### config.mk
export PLATFORM = sky130hd
export DESIGN_NAME = hazard_control_unit
export DESIGN_NICKNAME = d
export VERILOG_FILES = /design/src/rtl/hazard_control_unit.sv
export SDC_FILE = /design/constraint.sdc
export NUM_CORES = 1
export LEC_CHECK = 0
export CAP_MARGIN = 20
export CORE_ASPECT_RATIO = 0.7
export CORE_MARGIN = 2
export CORE_UTILIZATION = 49
export CTS_CLUSTER_SIZE = 25
export DETAILED_ROUTE_END_ITERATION = 10
export HOLD_SLACK_MARGIN = 0.12
export PLACE_DENSITY = 0.85
export SLEW_MARGIN = 25
export SYNTH_ARGS = -nofsm -noshare
export SYNTH_HDL_FRONTEND = slang
export SYNTH_SLANG_ARGS = --single-unit
### constraint.sdc
create_clock -name Clk -period 4.8 [get_ports Clk]
set_input_delay 0.48 -clock Clk [delete_from_list [all_inputs] [get_ports Clk]]
set_output_delay 0.48 -clock Clk [all_outputs]
set_load 0.1 [all_outputs]
### src/rtl/hazard_control_unit.sv
// Hazard control unit for the 5-stage pipeline.
// Handles branch flush, load-use stall, and multi-cycle multiply stalls.
// Register 0 never creates a hazard.
// A saturating counter records how many cycles the PC was held.
module hazard_control_unit #(
    parameter int REG_ADDR_W = 5,
    parameter int BR_W       = 2,
    parameter int MUL_LAT    = 3,
    parameter int CNT_W      = 16
) (
    input  logic                  Clk,
    input  logic                  Rst_n,
    input  logic [BR_W-1:0]       Branch,
    input  logic                  IDEX_MemRead,
    input  logic                  IDEX_RegWrite,
    input  logic                  IDEX_MulOp,
    input  logic [REG_ADDR_W-1:0] IDEX_Rd,
    input  logic [REG_ADDR_W-1:0] IDEX_Rt,
    input  logic [REG_ADDR_W-1:0] IFID_Rs,
    input  logic [REG_ADDR_W-1:0] IFID_Rt,
    input  logic                  IFID_UsesRt,
    output logic                  IFID_Flush,
    output logic                  IDEX_Flush,
    output logic                  EXMEM_Flush,
    output logic                  IFID_Write,
    output logic                  PC_Write,
    output logic                  Busy,
    output logic [CNT_W-1:0]      StallCycles
);

    // The remaining-cycle counter is 4 bits wide, so the multiply latency must fit in it.
    generate
        if (MUL_LAT < 1 || MUL_LAT > 15) begin : g_bad_mul_lat
            $error("hazard_control_unit: MUL_LAT must be in the range 1..15");
        end
    endgenerate

    typedef enum logic {
        RUN       = 1'b0,
        MUL_STALL = 1'b1
    } state_t;

    localparam logic [3:0]       REM_INIT = 4'(MUL_LAT - 1);
    localparam logic [CNT_W-1:0] CNT_MAX  = '1;

    state_t     state;
    state_t     next_state;
    logic [3:0] rem;
    logic [3:0] next_rem;

    logic load_hit;
    logic mul_hit;
    logic load_haz;
    logic mul_haz;
    logic branch_taken;

    // Source-match terms for the two hazard kinds, with register 0 masked out.
    always_comb begin
        load_hit = (IDEX_Rt != '0) &&
                   ((IDEX_Rt == IFID_Rs) || (IFID_UsesRt && (IDEX_Rt == IFID_Rt)));
        mul_hit  = (IDEX_Rd != '0) &&
                   ((IDEX_Rd == IFID_Rs) || (IFID_UsesRt && (IDEX_Rd == IFID_Rt)));
        load_haz     = IDEX_MemRead && load_hit;
        mul_haz      = IDEX_RegWrite && IDEX_MulOp && mul_hit;
        branch_taken = |Branch;
    end

    // State and remaining-cycle registers; reset aborts any stall in progress.
    always_ff @(posedge Clk) begin
        if (!Rst_n) begin
            state <= RUN;
            rem   <= 4'd0;
        end else begin
            state <= next_state;
            rem   <= next_rem;
        end
    end

    // Next state and pipeline controls.
    // Priority: branch first, then multiply hazard, then load hazard.
    always_comb begin
        next_state  = state;
        next_rem    = rem;
        IFID_Flush  = 1'b0;
        IDEX_Flush  = 1'b0;
        EXMEM_Flush = 1'b0;
        IFID_Write  = 1'b1;
        PC_Write    = 1'b1;
        Busy        = 1'b0;
        if (Rst_n) begin
            Busy = (state == MUL_STALL);
            if (branch_taken) begin
                IFID_Flush  = 1'b1;
                IDEX_Flush  = 1'b1;
                EXMEM_Flush = 1'b1;
                next_state  = RUN;
                next_rem    = 4'd0;
            end else begin
                case (state)
                    RUN: begin
                        if (mul_haz) begin
                            IDEX_Flush = 1'b1;
                            IFID_Write = 1'b0;
                            PC_Write   = 1'b0;
                            if (MUL_LAT > 1) begin
                                next_rem   = REM_INIT;
                                next_state = MUL_STALL;
                            end
                        end else if (load_haz) begin
                            IDEX_Flush = 1'b1;
                            IFID_Write = 1'b0;
                            PC_Write   = 1'b0;
                        end
                    end
                    MUL_STALL: begin
                        IDEX_Flush = 1'b1;
                        IFID_Write = 1'b0;
                        PC_Write   = 1'b0;
                        next_rem   = rem - 4'd1;
                        if (rem <= 4'd1) begin
                            next_state = RUN;
                            next_rem   = 4'd0;
                        end
                    end
                    default: begin
                        next_state = RUN;
                        next_rem   = 4'd0;
                    end
                endcase
            end
        end
    end

    // Saturating count of cycles in which the PC was held.
    always_ff @(posedge Clk) begin
        if (!Rst_n) begin
            StallCycles <= '0;
        end else if (!PC_Write && (StallCycles != CNT_MAX)) begin
            StallCycles <= StallCycles + 1'b1;
        end
    end

endmodule

# == Word-level counts from Yosys, hierarchy flattened ==
# Cells that the tools add are included.
# classes
add_sub_neg,2
n_lt_le_gt_ge,1
eq_ne,6
n_mux,19
bitwise_logic,2
n_reduce_logical,15
# ops
op,n
equality test 5 bit,4
"adder 16 x 1 -> 16 bit, second input constant",1
"inequality test 16 bit, second input constant",1
two-way mux 1 bit,13
nonzero test 5 bit,2
logical AND 1 bit,8
two-way mux 4 bit,2
case mux 4 bit (2 select lines),1
case mux 1 bit (2 select lines),3
"<= comparator 4 x 1 -> 1 bit, second input constant",1
"subtractor 4 x 1 -> 4 bit, second input constant",1
OR reduction 3 bit,1
logical OR 1 bit,2
"inequality test 2 bit, second input constant",1
inverter 1 bit,2
OR reduction 2 bit,1
zero test 1 bit,1
# totals
ff_bits,21
in_bits,28
out_inout_bits,22
elab_cells,48

# == Depth between registers and ports, before layout ==
# Gate-level depths: netlist (run 1).
# depth
word_depth,12
depth_mapped,8
mapped_depth_nobuf,7

# == Worst setup path before layout (run 1) ==
# OpenSTA, ideal clock, no wires.
# synth_timing
path_kind,input-to-output
startpoint,input Rst_n
endpoint,output IFID_Flush
arrival_time_ps,2804
required_ps,4320
slack_ps,1516
cell_stages,5
path_buffers,3
path_cell_list,clkbuf_1 -> inv_1 -> clkbuf_1 -> nor2_1 -> buf_4
# synth_via
elab_chain_cells,1
# synth_rtl
item,line,text
"start, declared",12,"input logic Rst_n,"
two-way mux 1 bit,n/a,
"end, declared",22,"output logic IFID_Flush,"
# No other way between the ends.

# == Final worst setup path (run 1) ==
# layout_timing
startpoint,input IDEX_Rd[0]
endpoint,output IDEX_Flush
# layout_via
elab_chain_cells,9
word_cells_on_any_way,11
classes_between,eq/ne (2); mux (4); reduce/logical (5)
# layout_rtl
item,line,text
"start, declared",17,"input logic [REG_ADDR_W-1:0] IDEX_Rd,"
equality test 5 bit,62,((IDEX_Rd == IFID_Rs) || (IFID_UsesRt && (IDEX_Rd == IFID_Rt)));
logical AND 1 bit,62,
logical OR 1 bit,62,
logical AND 1 bit (*),61,mul_hit = (IDEX_Rd != '0) &&
logical AND 1 bit (*),64,mul_haz = IDEX_RegWrite && IDEX_MulOp && mul_hit;
two-way mux 1 bit (*),101,if (mul_haz) begin
case mux 1 bit (2 select lines) (*),99,case (state)
two-way mux 1 bit (*),92,if (branch_taken) begin
two-way mux 1 bit (*),90,if (Rst_n) begin
"end, declared",23,"output logic IDEX_Flush,"
# Every way passes the cells marked *; elsewhere a longest branch is shown, timed or not.

==> metrics.md, run 1 <==
| Metric | Value |
|---|---|
| Pwr dens | 191.6 nW/µm² |
| Fin. Hold Viols | 0 |
| Minimum clock period | 3.598 ns |
| Via count | 1490 |
| CTS Buf Count | 3 |
| DRT Pass-1 Iters | 5 |
| Hold Path Origin | StallCycles[6]$_SDFFE_PN0P_ |
| Final setup violation count | 0 |
| Finished layout cell area | 1982 µm² |
| Clock latency on the worst-skew pair | 0.27 ns |
| R2r worst-path depth | 6 |
| Rows | 16 |
| Worst Hold Slack | 0.4936 ns |
| Worst Path Arrival | 3.12 ns |
| DRT antenna net count | 0 |
| Synthesis-stage register bit count | 21 |
| Via density per instance | 5.866 |
| Mapped Cells | 173 |
| Avg Cell Area, Syn | 8.433 µm² |
| Grt ovf | 0 |
| CTS root buf | clkbuf_8 |
| DRT Wirelength | 4.183 mm |
| Worst-Margin Slew | 0.9831 ns |
| Worst hold path class | reg -> reg |
| Layout cells sized above 1 | 6.422% |
| PostCTS Resize Cnt | 0 |
| WL/cell | 16.47 µm |
| N_diodes | 0 |
| Total GRT Usage | 26.03% |
| FF-to-FF End | StallCycles[3]$_SDFFE_PN0P_ |
| CP Capture Type | output port |
| CTS HTree Levels | 1 |
| Layout Cells excl Fill | 254 |
| Placed Area | 1937 µm² |
| F_max | 277.9 MHz |
| Critical Path Start Type | input port |
| Clk_skew | 0.01009 ns |
| Layout area overhead | 35.85% |
| Hold Path End | StallCycles[6]$_SDFFE_PN0P_ |
| Post-CTS Hold Buffers | 0 |
| Hold Crit Depth | 2 |
| Post-synthesis net count | 204 |
| Clock Path Buffers | 2 |
| Number of distinct library cells after synthesis | 43 |
| Register area share after synthesis | 28.82% |
| CP Class | in -> out |
| Placed cells | 250 |
| Max VDD drop | 0.0001262 V |
| Syn. warnings | 0 |
| Lkg Pwr | 0.6180 nW |
| Starting Density | 51.68% |
| Crit-path max FO | 5 |
| Global-route wire length before repair | 7.058 mm |
| RSZ-0062 raised after global routing | false |
| Mapped cell area | 1459 µm² |
| Largest net degree at the start of global routing | 28 |
| Worst slew margin | 34.25% |
| Most common cell after layout, fill and taps aside | clkdlybuf4s50_1 |
| Commonest cells after routing, fill and taps aside | clkdlybuf4s50_1 (47), dfxtp_1 (21), xnor2_1 (20), nand2_1 (17), a21oi_1 (13) |
| CTS tree | yes |
| Clock slew at reported path FFs | 0.08 ns |
| Worst flop-to-flop path startpoint | StallCycles[3]$_SDFFE_PN0P_ |
| Tot Pwr | 379.7 µW |
| Core box area | 2823 µm² |
| Final #Nets | 250 |
| Routability Congestion | 0.9197 |
| Tcrit/Tclk final | 74.97% |
| Remaining DRCs | 0 |
| Sink Count | 21 |
| Dpl hpwl | 3.285 mm |
| # Post-CTS Setup Buffers | 0 |
| Number of global-route vias before repair | 1442 |
| I/O Buffers | 49 |
| Req. time, crit path | 4.32 ns |
| Setup TNS Final | 0 ns |
| Reg2Reg Setup Slack | 2.38 ns |
| Die Wd | 69.22 µm |
| Full die area | 3437 µm² |
| Io pins | 50 |
| Status | finished clean |
| Initial DRC count | 85 |
| Slew Limit Fails | 0 |
| Max Cap Violations | 0 |
| Die height | 49.65 µm |
| Initial antenna violation count | 0 |
-- through the flow --
stage	setup slack, ns	utilization, %
floorplan	1.516	-
global placement	1.276	68.62
detailed placement	1.207	68.62
CTS	1.203	70.21
global route	1.078	70.21
finish	1.202	70.21
-- where the power goes --
group          total (mW)  switching (mW)  internal (mW)
Sequential          0.174        0.000163          0.174
Combinational      0.0863          0.0468         0.0395
Clock               0.119          0.0598         0.0593
Total               0.380           0.107          0.273
-- worst max-delay path, stage by stage --
cell and delay, ns:
clkdlybuf4s50_1 0.48, or3_1 0.40, o311a_1 0.39, a21oi_1 0.26
a31oi_1 0.12, clkdlybuf4s50_1 1.00
-- layout make-up --
type	count	area, µm²
Clock buffer	4	45.04
Sequential cell	21	420.4
Tap cell	36	45.04
Timing Repair Buffer	51	500.5
Inverter	5	18.77
Multi-Input combinational cell	137	952.2
Fill cell	227	840.8
-- synth_stat cells, drive strengths merged --
cell / n / area [µm²]
nor2: 9 / 33.78
a221oi: 1 / 26.28
o31ai: 8 / 60.06
nand2: 17 / 63.81
or2: 2 / 12.51
a21oi: 13 / 65.06
nor4: 5 / 31.28
o22ai: 2 / 18.77
dfxtp: 21 / 420.4
nand3: 12 / 65.06
and3: 2 / 12.51
or3: 2 / 12.51
ha: 3 / 37.54
inv: 5 / 18.77
xnor2: 20 / 175.2
o31a: 1 / 8.760
nor4b: 2 / 17.52
nand2b: 3 / 18.77
o311a: 1 / 10.01
o22a: 1 / 8.760
buf: 7 / 56.30
and2: 2 / 12.51
a311oi: 1 / 8.760
o41ai: 1 / 8.760
and4: 1 / 8.760
nor3b: 1 / 7.510
a31oi: 1 / 6.260
o221a: 1 / 11.26
mux2i: 5 / 50.05
clkbuf: 3 / 11.26
nand4b: 2 / 17.52
o21a: 1 / 7.510
o21ai: 4 / 20.01
o311ai: 2 / 35.04
nand4: 3 / 18.77
or3b: 1 / 8.760
or4: 7 / 52.55
-- flip-flops by register name (all words and copies together) (netlist names) --
signal       cells
rem              4
StallCycles     16
state            1
-- layer usage --
layer  vias to the layer above  routed length, µm  GRT usage (%)
li1                        735                  -              -
met1                       719               2004          37.13
met2                        33               1973          41.35
met3                         3                192          5.317
met4                         0                 13          4.248
met5                         -                  0              0
-- kinds of logic (layout without fill, tap and decap cells) --
family                     after synthesis  count (layout)  synth area share (%)
buffers and inverters                   15              60                 5.917
adders and majority gates                3               3                 2.573
and+or+nand+nor                         71              71                 27.02
muxes                                    5               5                 3.431
AOI/OAI and AO/OA                       38              38                 20.24
DFF                                     21              21                 28.82
xor gates and xnor gates                20              20                 12.01
-- worst max path at each step --
stage | startpoint | to | slack, ns
floorplan | Rst_n | IFID_Flush | 1.52
global placement | IDEX_Rd[0] | IDEX_Flush | 1.28
detailed placement | IDEX_Rd[0] | IDEX_Flush | 1.21
CTS | IDEX_Rd[0] | IDEX_Flush | 1.20
global route | IFID_Rt[0] | IDEX_Flush | 1.08
finish | IDEX_Rd[0] | IDEX_Flush | 1.20
Note: power is estimated with default switching activity, not from simulation.
==> inputs of run 2 (changes only) <==
--- a/config.mk
+++ b/config.mk
@@ -8,11 +8,11 @@
 export CAP_MARGIN = 20
 export CORE_ASPECT_RATIO = 0.7
 export CORE_MARGIN = 2
-export CORE_UTILIZATION = 49
+export CORE_UTILIZATION = 41
 export CTS_CLUSTER_SIZE = 25
 export DETAILED_ROUTE_END_ITERATION = 10
 export HOLD_SLACK_MARGIN = 0.12
-export PLACE_DENSITY = 0.85
+export PLACE_DENSITY = 0.76
 export SLEW_MARGIN = 25
 export SYNTH_ARGS = -nofsm -noshare
 export SYNTH_HDL_FRONTEND = slang
==> constraint.sdc (replaced) <==
create_clock -name Clk -period 3 [get_ports Clk]
set_input_delay 0.3 -clock Clk [delete_from_list [all_inputs] [get_ports Clk]]
set_output_delay 0.3 -clock Clk [all_outputs]
set_load 0.1 [all_outputs]
==> run 2 against run 1 <==
Effect of this change: worst hold slack worse by 0.0025 ns; global-route usage is 6.1 points lower; via count decreased by 2.3%; critical path depth up 1.
==> metrics.md, run 2 (synthesis results as in run 1) <==
| Metric | Value |
|---|---|
| Status | finished clean |
| Minimum clock period | 2.628 ns |
| Global-route wire length before repair | 6.175 mm (-13%) |
| CP max stage cell | or4_1 |
| Largest net degree at the start of global routing | 25 (-11%) |
| # fillers | 312 (+37%) |
| CP Class | in -> out |
| Crit-path max FO | 4 (-1) |
| Post-layout util | 58.84% (-11 points) |
| Fin. Hold Viols | 0 (unchanged) |
| Commonest cells after routing, fill and taps aside | clkdlybuf4s50_1 (27), dfxtp_1 (21), xnor2_1 (20), buf_4 (20), nand2_1 (17) |
| Number of global-route vias before repair | 1301 (-9.8%) |
| Clk_skew | 0.005153 ns (-0.004935 ns) |
| Grt ovf | 0 (unchanged) |
| DRT antenna net count | 0 (unchanged) |
| RSZ-0062 raised after global routing | false |
| I/O Buffers | 49 (unchanged) |
| Setup TNS Final | 0 ns (unchanged) |
| N_diodes | 0 (unchanged) |
| Worst slew margin | 64.85% (+31 points) |
| Final setup violation count | 0 (unchanged) |
| Max Cap Violations | 0 (unchanged) |
| Total GRT Usage | 19.91% (-6.1 points) |
| CTS root buf | clkbuf_8 |
| CTS HTree Levels | 1 (unchanged) |
| Core box area | 3468 µm² (+23%) |
| Pwr dens | 301.8 nW/µm² (+58%) |
| Multi-input gate area | 952.2 µm² (unchanged) |
| Dpl hpwl | 2.895 mm (-12%) |
| Req. time, crit path | 2.70 ns (-1.62 ns) |
| # Post-CTS Setup Buffers | 0 (unchanged) |
| Top reg by flops | StallCycles |
| Routability Congestion | 0.7888 (-14%) |
| Die height | 53.91 µm (+8.6%) |
| Layout Cells excl Fill | 270 (+6.3%) |
| Starting Density | 42.06% (-9.6 points) |
| Die Wd | 75.30 µm (+8.8%) |
| CTS Buf Count | 3 (unchanged) |
| Critical Path Max Stage Delay | 0.53 ns (-0.47 ns) |
| Initial antenna violation count | 0 (unchanged) |
| Layout cells sized above 1 | 16.82% (+10 points) |
| Slew Limit Fails | 0 (unchanged) |
| F_max | 380.5 MHz |
| Largest registers | StallCycles (16), rem (4), state (1) |
| Layout area overhead | 39.88% |
| Worst hold path class | reg -> reg |
| Tcrit/Tclk final | 87.60% |
| Smallest setup slack after layout | 0.3720 ns (-0.8297 ns) |
| WL/cell | 13.91 µm (-16%) |
| Post-CTS Hold Buffers | 0 (unchanged) |
| Lkg Pwr | 0.6969 nW (+13%) |
| Clock Path Buffers | 2 (unchanged) |
| Placed cells | 266 (+6.4%) |
| Clock slew at reported path FFs | 0.08 ns (about the same) |
| Final #Nets | 252 (+0.80%) |
| Sink Count | 21 (unchanged) |
| Post-Place Worst Slack | 0.3682 ns (-0.8389 ns) |
| Via count | 1455 (-2.3%) |
| Clock latency on the worst-skew pair | 0.26 ns (about the same) |
| DRT Pass-1 Iters | 4 (-1) |
| Worst Path Arrival | 2.33 ns (-0.79 ns) |
| Rows | 18 (+2) |
| Io pins | 50 (unchanged) |
| Largest register FFs | 16 (unchanged) |
| Initial DRC count | 107 (+26%) |
| Worst-Margin Slew | 0.5228 ns (-0.4603 ns) |
| Tot Pwr | 615.8 µW (+62%) |
| Register area | 420.4 µm² (unchanged) |
| Remaining DRCs | 0 (unchanged) |
| Critical path cell sequence | clkdlybuf4s50_1 > or4_1 > o21ai_1 > inv_1 > a221oi_4 > or2_2 > buf_12 |
| CP Capture Type | output port |
| Most common cell after layout, fill and taps aside | clkdlybuf4s50_1 |
| Max VDD drop | 0.0002327 V (+84%) |
| Via density per instance | 5.389 (-8.1%) |
| Critical Path Start Type | input port |
| DRT Wirelength | 3.755 mm (-10%) |
| PostCTS Resize Cnt | 0 (unchanged) |
| CTS tree | yes |
| Full die area | 4059 µm² (+18%) |
## run 2: changes by cell type in the layout (fill, tap and decap cells not counted), sizes merged
cell / change
clkinv: +1
clkbuf: -1
buf: +22
clkdlybuf4s50: -20
## run 2: power by group
group / internal (mW) / switching [mW] / total (mW) / leakage [nW]
registers: 0.279 / 0.000279 / 0.279 / 0.169
clock network: 0.0927 / 0.0995 / 0.192 / 0.0255
logic: 0.0709 / 0.0738 / 0.145 / 0.502
## run 2: layout make-up
type                    count  share of cell area [%]
inverters                   5                  0.9197
clock inverters             1                  0.2452
multi-input cells         137                   46.66
flip-flops and latches     21                   20.60
repair buffers             53                   26.49
clock buffers               3                   2.023
well taps                  50                   3.066
## run 2: routing by layer
layer  global-route usage (%)  part of all wire (%)
met1                    29.13                    51
met2                    31.16                    43
met3                    4.307                   5.9
met4                    1.754                     0
met5                        0                     0
## run 2: path summary, 6_finish.rpt
path | from | endpoint | slack [ns] | depth (start not counted)
max | IDEX_Rt[1] | PC_Write | 0.37 | 7
min | StallCycles[10]$_SDFFE_PN0P_ | StallCycles[10]$_SDFFE_PN0P_ | 0.49 | 2
min reg2reg | StallCycles[10]$_SDFFE_PN0P_ | StallCycles[10]$_SDFFE_PN0P_ | 0.49 | 2
max reg2reg | StallCycles[3]$_SDFFE_PN0P_ | StallCycles[5]$_SDFFE_PN0P_ | 0.75 | 7
## run 2: worst max-delay path: cells and delay by family
family          cells  cell delay [ns]
compound gates      2             0.48
buf+inv             3             0.76
simple gates        2             0.78
## run 2: stage by stage
stage / cell area [µm²] / hold slack, ns
3_3_place_gp: 1994 / 0.4685
6_report: 2041 / 0.4911
5_1_grt: 2041 / 0.5300
3_5_place_dp: 1994 / 0.4805
4_1_cts: 2041 / 0.4912
2_1_floorplan: 1459 / 0.4557
